--- src/rtl/vend_txn_ctrl.sv ---
// Vending-machine transaction controller: arbitrates panel requests, owns credit,
// strobes dispensers and pays change one 5-unit coin at a time through the hopper.
module vend_txn_ctrl #(
   parameter int unsigned MAX_CREDIT   = 50,
   parameter int unsigned PRICE_TEA    = 10,
   parameter int unsigned PRICE_COKE   = 15,
   parameter int unsigned PRICE_SPRITE = 20,
   parameter int unsigned ACK_TIMEOUT  = 255
) (
   input  logic       clk,
   input  logic       rst_n,
   input  logic       cancel,
   input  logic       money_5,
   input  logic       money_10,
   input  logic       money_50,
   input  logic       tea,
   input  logic       coke,
   input  logic       sprite,
   input  logic       hopper_ready,
   input  logic       hopper_ack,
   output logic       coin5_out,
   output logic       coin_reject,
   output logic       vend_tea,
   output logic       vend_coke,
   output logic       vend_sprite,
   output logic       drop_tea,
   output logic       drop_coke,
   output logic       drop_sprite,
   output logic [7:0] credit,
   output logic       busy,
   output logic       fault,
   output logic [1:0] state
);

   typedef enum logic [1:0] {
      StIdle    = 2'd0,
      StChange  = 2'd1,
      StWaitAck = 2'd2,
      StFault   = 2'd3
   } state_e;

   localparam logic [8:0] MaxSum      = 9'(MAX_CREDIT);
   localparam logic [7:0] PriceTea    = 8'(PRICE_TEA);
   localparam logic [7:0] PriceCoke   = 8'(PRICE_COKE);
   localparam logic [7:0] PriceSprite = 8'(PRICE_SPRITE);
   localparam logic [7:0] CoinValue   = 8'd5;
   // Last counter value before giving up, so WAIT_ACK lasts ACK_TIMEOUT cycles.
   localparam logic [7:0] TimeoutLast = 8'(ACK_TIMEOUT - 1);

   state_e     state_q, state_d;
   logic [7:0] credit_q, credit_d;
   logic [7:0] cnt_q, cnt_d;
   logic       coin5_q, coin5_d;
   logic       reject_q, reject_d;
   logic       fault_q, fault_d;
   logic [2:0] vend_q, vend_d;  // {tea, coke, sprite}

   logic       coin_req;
   logic [8:0] coin_val;
   logic [8:0] coin_sum;
   logic       prod_req;
   logic [7:0] sel_price;
   logic [2:0] sel_vend;

   always_comb begin
      coin_req = money_50 | money_10 | money_5;
      coin_val = 9'd0;
      if (money_50) begin
         coin_val = 9'd50;
      end else if (money_10) begin
         coin_val = 9'd10;
      end else if (money_5) begin
         coin_val = 9'd5;
      end
      coin_sum = {1'b0, credit_q} + coin_val;

      prod_req  = tea | coke | sprite;
      sel_price = 8'd0;
      sel_vend  = 3'b000;
      if (tea) begin
         sel_price = PriceTea;
         sel_vend  = 3'b100;
      end else if (coke) begin
         sel_price = PriceCoke;
         sel_vend  = 3'b010;
      end else if (sprite) begin
         sel_price = PriceSprite;
         sel_vend  = 3'b001;
      end
   end

   always_comb begin
      state_d  = state_q;
      credit_d = credit_q;
      cnt_d    = cnt_q;
      coin5_d  = coin5_q;
      fault_d  = fault_q;
      reject_d = 1'b0;
      vend_d   = 3'b000;

      unique case (state_q)
         StIdle: begin
            if (cancel) begin
               if (credit_q != 8'd0) begin
                  state_d = StChange;
               end
            end else if (coin_req) begin
               if (coin_sum <= MaxSum) begin
                  credit_d = coin_sum[7:0];
               end else begin
                  reject_d = 1'b1;
               end
            end else if (prod_req) begin
               if (credit_q >= sel_price) begin
                  credit_d = credit_q - sel_price;
                  vend_d   = sel_vend;
                  state_d  = StChange;
               end
            end
         end
         StChange: begin
            if (credit_q == 8'd0) begin
               state_d = StIdle;
            end else if (hopper_ready) begin
               coin5_d = 1'b1;
               cnt_d   = 8'd0;
               state_d = StWaitAck;
            end
         end
         StWaitAck: begin
            coin5_d = 1'b1;
            if (hopper_ack) begin
               credit_d = (credit_q >= CoinValue) ? credit_q - CoinValue : 8'd0;
               coin5_d  = 1'b0;
               state_d  = StChange;
            end else if (cnt_q == TimeoutLast) begin
               coin5_d = 1'b0;
               fault_d = 1'b1;
               state_d = StFault;
            end else begin
               cnt_d = cnt_q + 8'd1;
            end
         end
         StFault: begin
            coin5_d = 1'b0;
            fault_d = 1'b1;
         end
      endcase
   end

   always_ff @(posedge clk or negedge rst_n) begin
      if (!rst_n) begin
         state_q  <= StIdle;
         credit_q <= 8'd0;
         cnt_q    <= 8'd0;
         coin5_q  <= 1'b0;
         reject_q <= 1'b0;
         fault_q  <= 1'b0;
         vend_q   <= 3'b000;
      end else begin
         state_q  <= state_d;
         credit_q <= credit_d;
         cnt_q    <= cnt_d;
         coin5_q  <= coin5_d;
         reject_q <= reject_d;
         fault_q  <= fault_d;
         vend_q   <= vend_d;
      end
   end

   assign coin5_out   = coin5_q;
   assign coin_reject = reject_q;
   assign vend_tea    = vend_q[2];
   assign vend_coke   = vend_q[1];
   assign vend_sprite = vend_q[0];
   assign credit      = credit_q;
   assign fault       = fault_q;
   assign state       = state_q;
   assign busy        = (state_q != StIdle);
   assign drop_tea    = ~((state_q == StIdle) && (credit_q >= PriceTea));
   assign drop_coke   = ~((state_q == StIdle) && (credit_q >= PriceCoke));
   assign drop_sprite = ~((state_q == StIdle) && (credit_q >= PriceSprite));

endmodule

--- config.mk ---
export PLATFORM = sky130hd
export DESIGN_NAME = vend_txn_ctrl
export DESIGN_NICKNAME = d
export VERILOG_FILES = /design/src/rtl/vend_txn_ctrl.sv
export SDC_FILE = /design/constraint.sdc
export NUM_CORES = 1
export LEC_CHECK = 0
export ABC_CLOCK_PERIOD_IN_PS = 8260
export CORE_ASPECT_RATIO = 0.6
export CORE_MARGIN = 4
export CORE_UTILIZATION = 50
export CTS_CLUSTER_DIAMETER = 100
export DETAILED_ROUTE_END_ITERATION = 6
export GPL_ROUTABILITY_DRIVEN = 0
export PLACE_DENSITY = 0.73
export SLEW_MARGIN = 5
export SYNTH_ARGS = -nofsm -noshare
export SYNTH_HDL_FRONTEND = slang
export SYNTH_SLANG_ARGS = --single-unit
--- constraint.sdc ---
create_clock -name clk -period 8.26 [get_ports clk]
set_clock_uncertainty 0.1 [all_clocks]
set_input_delay 1.652 -clock clk [delete_from_list [all_inputs] [get_ports clk]]
set_output_delay 1.652 -clock clk [all_outputs]
set_load 0.01 [all_outputs]
==> impl_metrics.tcl, run 1 <==
set metrics [dict create \
    clk_latency_ns 0.27 \
    vdd_drop_max_uv 200 \
    hold_viol 0 \
    synth_compound_area_share_pct 26.1 \
    slew_violations 0 \
    wire_per_inst_um 17.3 \
    pwr-share-seq_pct 22.3 \
    synth_nets 300 \
    drtPass1Iterations 4 \
    fin_nets 327 \
    crit_path_end_kind "flop" \
    antenna_found_initial 0 \
    muxShareOfSynthArea_pct 4.28 \
    synth_top_family_by_area "compound AO/OA/AOI/OAI gates" \
    critPathMaxStageDelay_ns 0.52 \
    clk_path_buf_depth 2 \
    ys_types 70 \
    hold_slack_ns 0.410 \
    ctsResizeCount 0 \
    switching_share_pct 46.8 \
    fmax_ghz 0.213 \
    netlist_top_cells_area "dfrtp_1 25%, ha_1 12%, nor2_1 5.2%" \
    yosys.area.top_type "dfrtp_1" \
    clkTransAtPathRegs_ns 0.09 \
    combPwrFrac_pct 67.3 \
    pre_cts_ws_ns 3.31 \
    final.setup.tns_ns 0 \
    clockPowerShare_pct 10.4 \
    yosysSeqAreaShare_pct 25.4 \
    dpl.hpwl_mm 4.66 \
    period_share_pct 56.9 \
    power.internal_mw 0.525 \
    yosys_warnings 0 \
    synth_edf_count 0 \
    drive_above_1_share_pct 9.62 \
    setup_violations 0 \
    ys_ff_latch 24 \
    synth-simple-area-share_pct 22.9 \
    synth_most_common_cell "nor2_1" \
    switching_power_mw 0.462 \
    area_delta_synth_final_pct 17.7 \
    synthTopCellsByCount "33 x nor2_1, 24 x dfrtp_1, 22 x ha_1, 14 x inv_1" \
    synth_xor_area_share_pct 4.44 \
    ant_nets 0 \
    num_rows 19 \
    avgSynthCellArea_um2 8.93 \
    cts_sinks 24 \
    synth_cells 265 \
    slowest_stage "a211oi_1" \
    worstPathArrival_ns 4.75 \
    power_density_mw_per_mm2 354 \
    drc_errors 0 \
    cts-hold-fix-buffers 0 \
    cts_setup_buffers 0 \
    cp_cell_sequence "clkdlybuf4s50_1 > or2_2 > ha_1 > a211oi_1 > o21ai_0 > o22ai_1 > o32ai_4 > a21oi_4 > mux2_4" \
    async_flop_share_pct 100 \
    numCtsBuffers 3 \
    worst_pin_slew_ns 1.05 \
    die_h_um 61.3 \
    min_path_type "reg -> reg" \
    grt-ovfl-total 0 \
    synth_top_area_share_pct 25.4 \
    portBuffers 30 \
    cap_violations 0 \
    grt_max_degree 25 \
    via_per_inst 6.12 \
    grt_first_pass_wirelength_mm 10.2 \
    htreeDepth 1 \
    fin_crit_ns 4.70 \
    fin_cells 354 \
    leakage_nw 1.18 \
    dp_cells 350 \
    fp.coreArea_mm2 0.00456 \
    synthAdderAreaFrac_pct 13.3 \
    start_util_pct 51.9 \
    route.vias.total 2165 \
    drt_wl_total_mm 6.14 \
    maxSlewHeadroom_pct 29.7 \
    drt_iter0_markers 266 \
    cp_max_fo 8 \
    dieArea_mm2 0.00594 \
    startpoint_type "primary input" \
    worst-endpoint-required_ns 8.32 \
    netlist_area_mm2 0.00237 \
    root_buffer "clkbuf_8" \
    fp.dieW_um 96.8 \
    io_pins 31 \
    path_class "in -> reg" \
    synth_flop_cell "dfrtp_1" \
    track_usage_pct 21.5 \
    antenna_cells 0 \
    rsz0062_at_grt "no" \
    p_total_mw 0.987 \
    outcome "finished, final reports clean" \
    grt_pass1_vias 1907 \
    setup_ws_ns 3.56 \
    cts_tree "done" \
]
-- logic make-up after synthesis --
logic type                 Yosys count
buffers and inverters               22
and+or+nand+nor                    103
AOI/OAI and AO/OA                   72
muxes                                8
adders and majority gates           24
xor gates and xnor gates            12
DFF                                 24
-- per-stage QoR --
step	utilization [%]	cell area [um^2]
finish	61.0	2790
global placement	59.5	2720
CTS	61.0	2790
global route	61.0	2790
detailed placement	59.5	2720
floorplan	-	2370
-- cells in the final DEF (no fill, tap or decap), drive strengths merged, types with 4 or more instances in the layout --
master         instances
o21ai                 12
nand4                  6
clkdlybuf4s50         30
xnor2                  4
a21o                   4
a21oi                  6
nor3                   7
nor2b                 11
nand2                 11
or2                    4
a211oi                 7
o31a                   4
and2                   4
nand3                  7
mux2                   5
xor2                   8
ha                    22
or3                    6
nor2                  33
dfrtp                 24
inv                   14
-- sequential cells by signal (all words and copies together) (netlist names) --
signal       flops
coin_reject      1
vend_q           3
cnt_q            8
credit           8
coin5_out        1
state            2
fault            1
-- per-layer routing --
metal	up-vias	global-route usage (%)	routed length (um)	share of wire, %
met5	-	0	0	0
met4	0	1.40	8	0.13
met3	2	3.39	583	9.5
met2	103	29.5	2370	39
met1	1011	35.6	3180	52
li1	1049	-	-	-
-- layout make-up --
type                            instances  area, um^2
Timing Repair Buffer                   30         300
Fill cell                             408        1780
Sequential cell                        24         601
Clock inverter                          1        30.0
Clock buffer                            3        41.3
Tap cell                               63        78.8
Multi-Input combinational cell        219        1680
Inverter                               14        52.6
-- worst max-delay path, delay by kind of cell --
kind,cells,cell delay [ns]
muxes,1,0.33
buffers and inverters,1,0.51
and+or+nand+nor,1,0.36
AOI/OAI and AO/OA,5,1.59
adders and majority gates,1,0.28
-- path summary, 6_finish.rpt --
check,startpoint,to,slack (ns),cells past startpoint
max in group asynchronous,rst_n,cnt_q[1],5.58,1
min,coin5_out,coin5_out,0.41,1
max reg2reg,state[0],cnt_q[7],5.00,8
min reg2reg,coin5_out,coin5_out,0.41,1
min in group asynchronous,rst_n,cnt_q[6],1.85,1
max,money_50,credit[4],3.56,9
-- power by group through the flow --
| stage | sequential (mW) | combinational [mW] | clock (mW) |
|---|---|---|---|
| after detailed placement | 0.221 | 0.653 | 0 |
| after CTS | 0.219 | 0.657 | 0.105 |
| after global placement | 0.220 | 0.646 | 0 |
| final | 0.220 | 0.664 | 0.103 |
| after global routing | 0.230 | 0.726 | 0.110 |
| after floorplan | 0.197 | 0.474 | 0 |
Note: power is estimated with default switching activity, not from simulation.
==> inputs of run 2 (changes only) <==
--- a/config.mk
+++ b/config.mk
@@ -5,7 +5,7 @@
 export SDC_FILE = /design/constraint.sdc
 export NUM_CORES = 1
 export LEC_CHECK = 0
-export ABC_CLOCK_PERIOD_IN_PS = 8260
+export ABC_CLOCK_PERIOD_IN_PS = 4850
 export CORE_ASPECT_RATIO = 0.6
 export CORE_MARGIN = 4
 export CORE_UTILIZATION = 50
==> constraint.sdc (replaced) <==
create_clock -name clk -period 4.85 [get_ports clk]
set_clock_uncertainty 0.1 [all_clocks]
set_input_delay 0.97 -clock clk [delete_from_list [all_inputs] [get_ports clk]]
set_output_delay 0.97 -clock clk [all_outputs]
set_load 0.01 [all_outputs]
==> results of run 2 <==
Same layout as run 1 (identical final DEF). Status: finished, final reports clean.
Main changes from that run: setup slack after placement 3.31 ns -> 0.581 ns; setup slack after layout 3.56 ns -> 0.836 ns; register-to-register setup slack 5.00 ns -> 1.59 ns; total power 0.987 mW -> 1.68 mW; worst IR drop on VDD 200 uV -> 340 uV
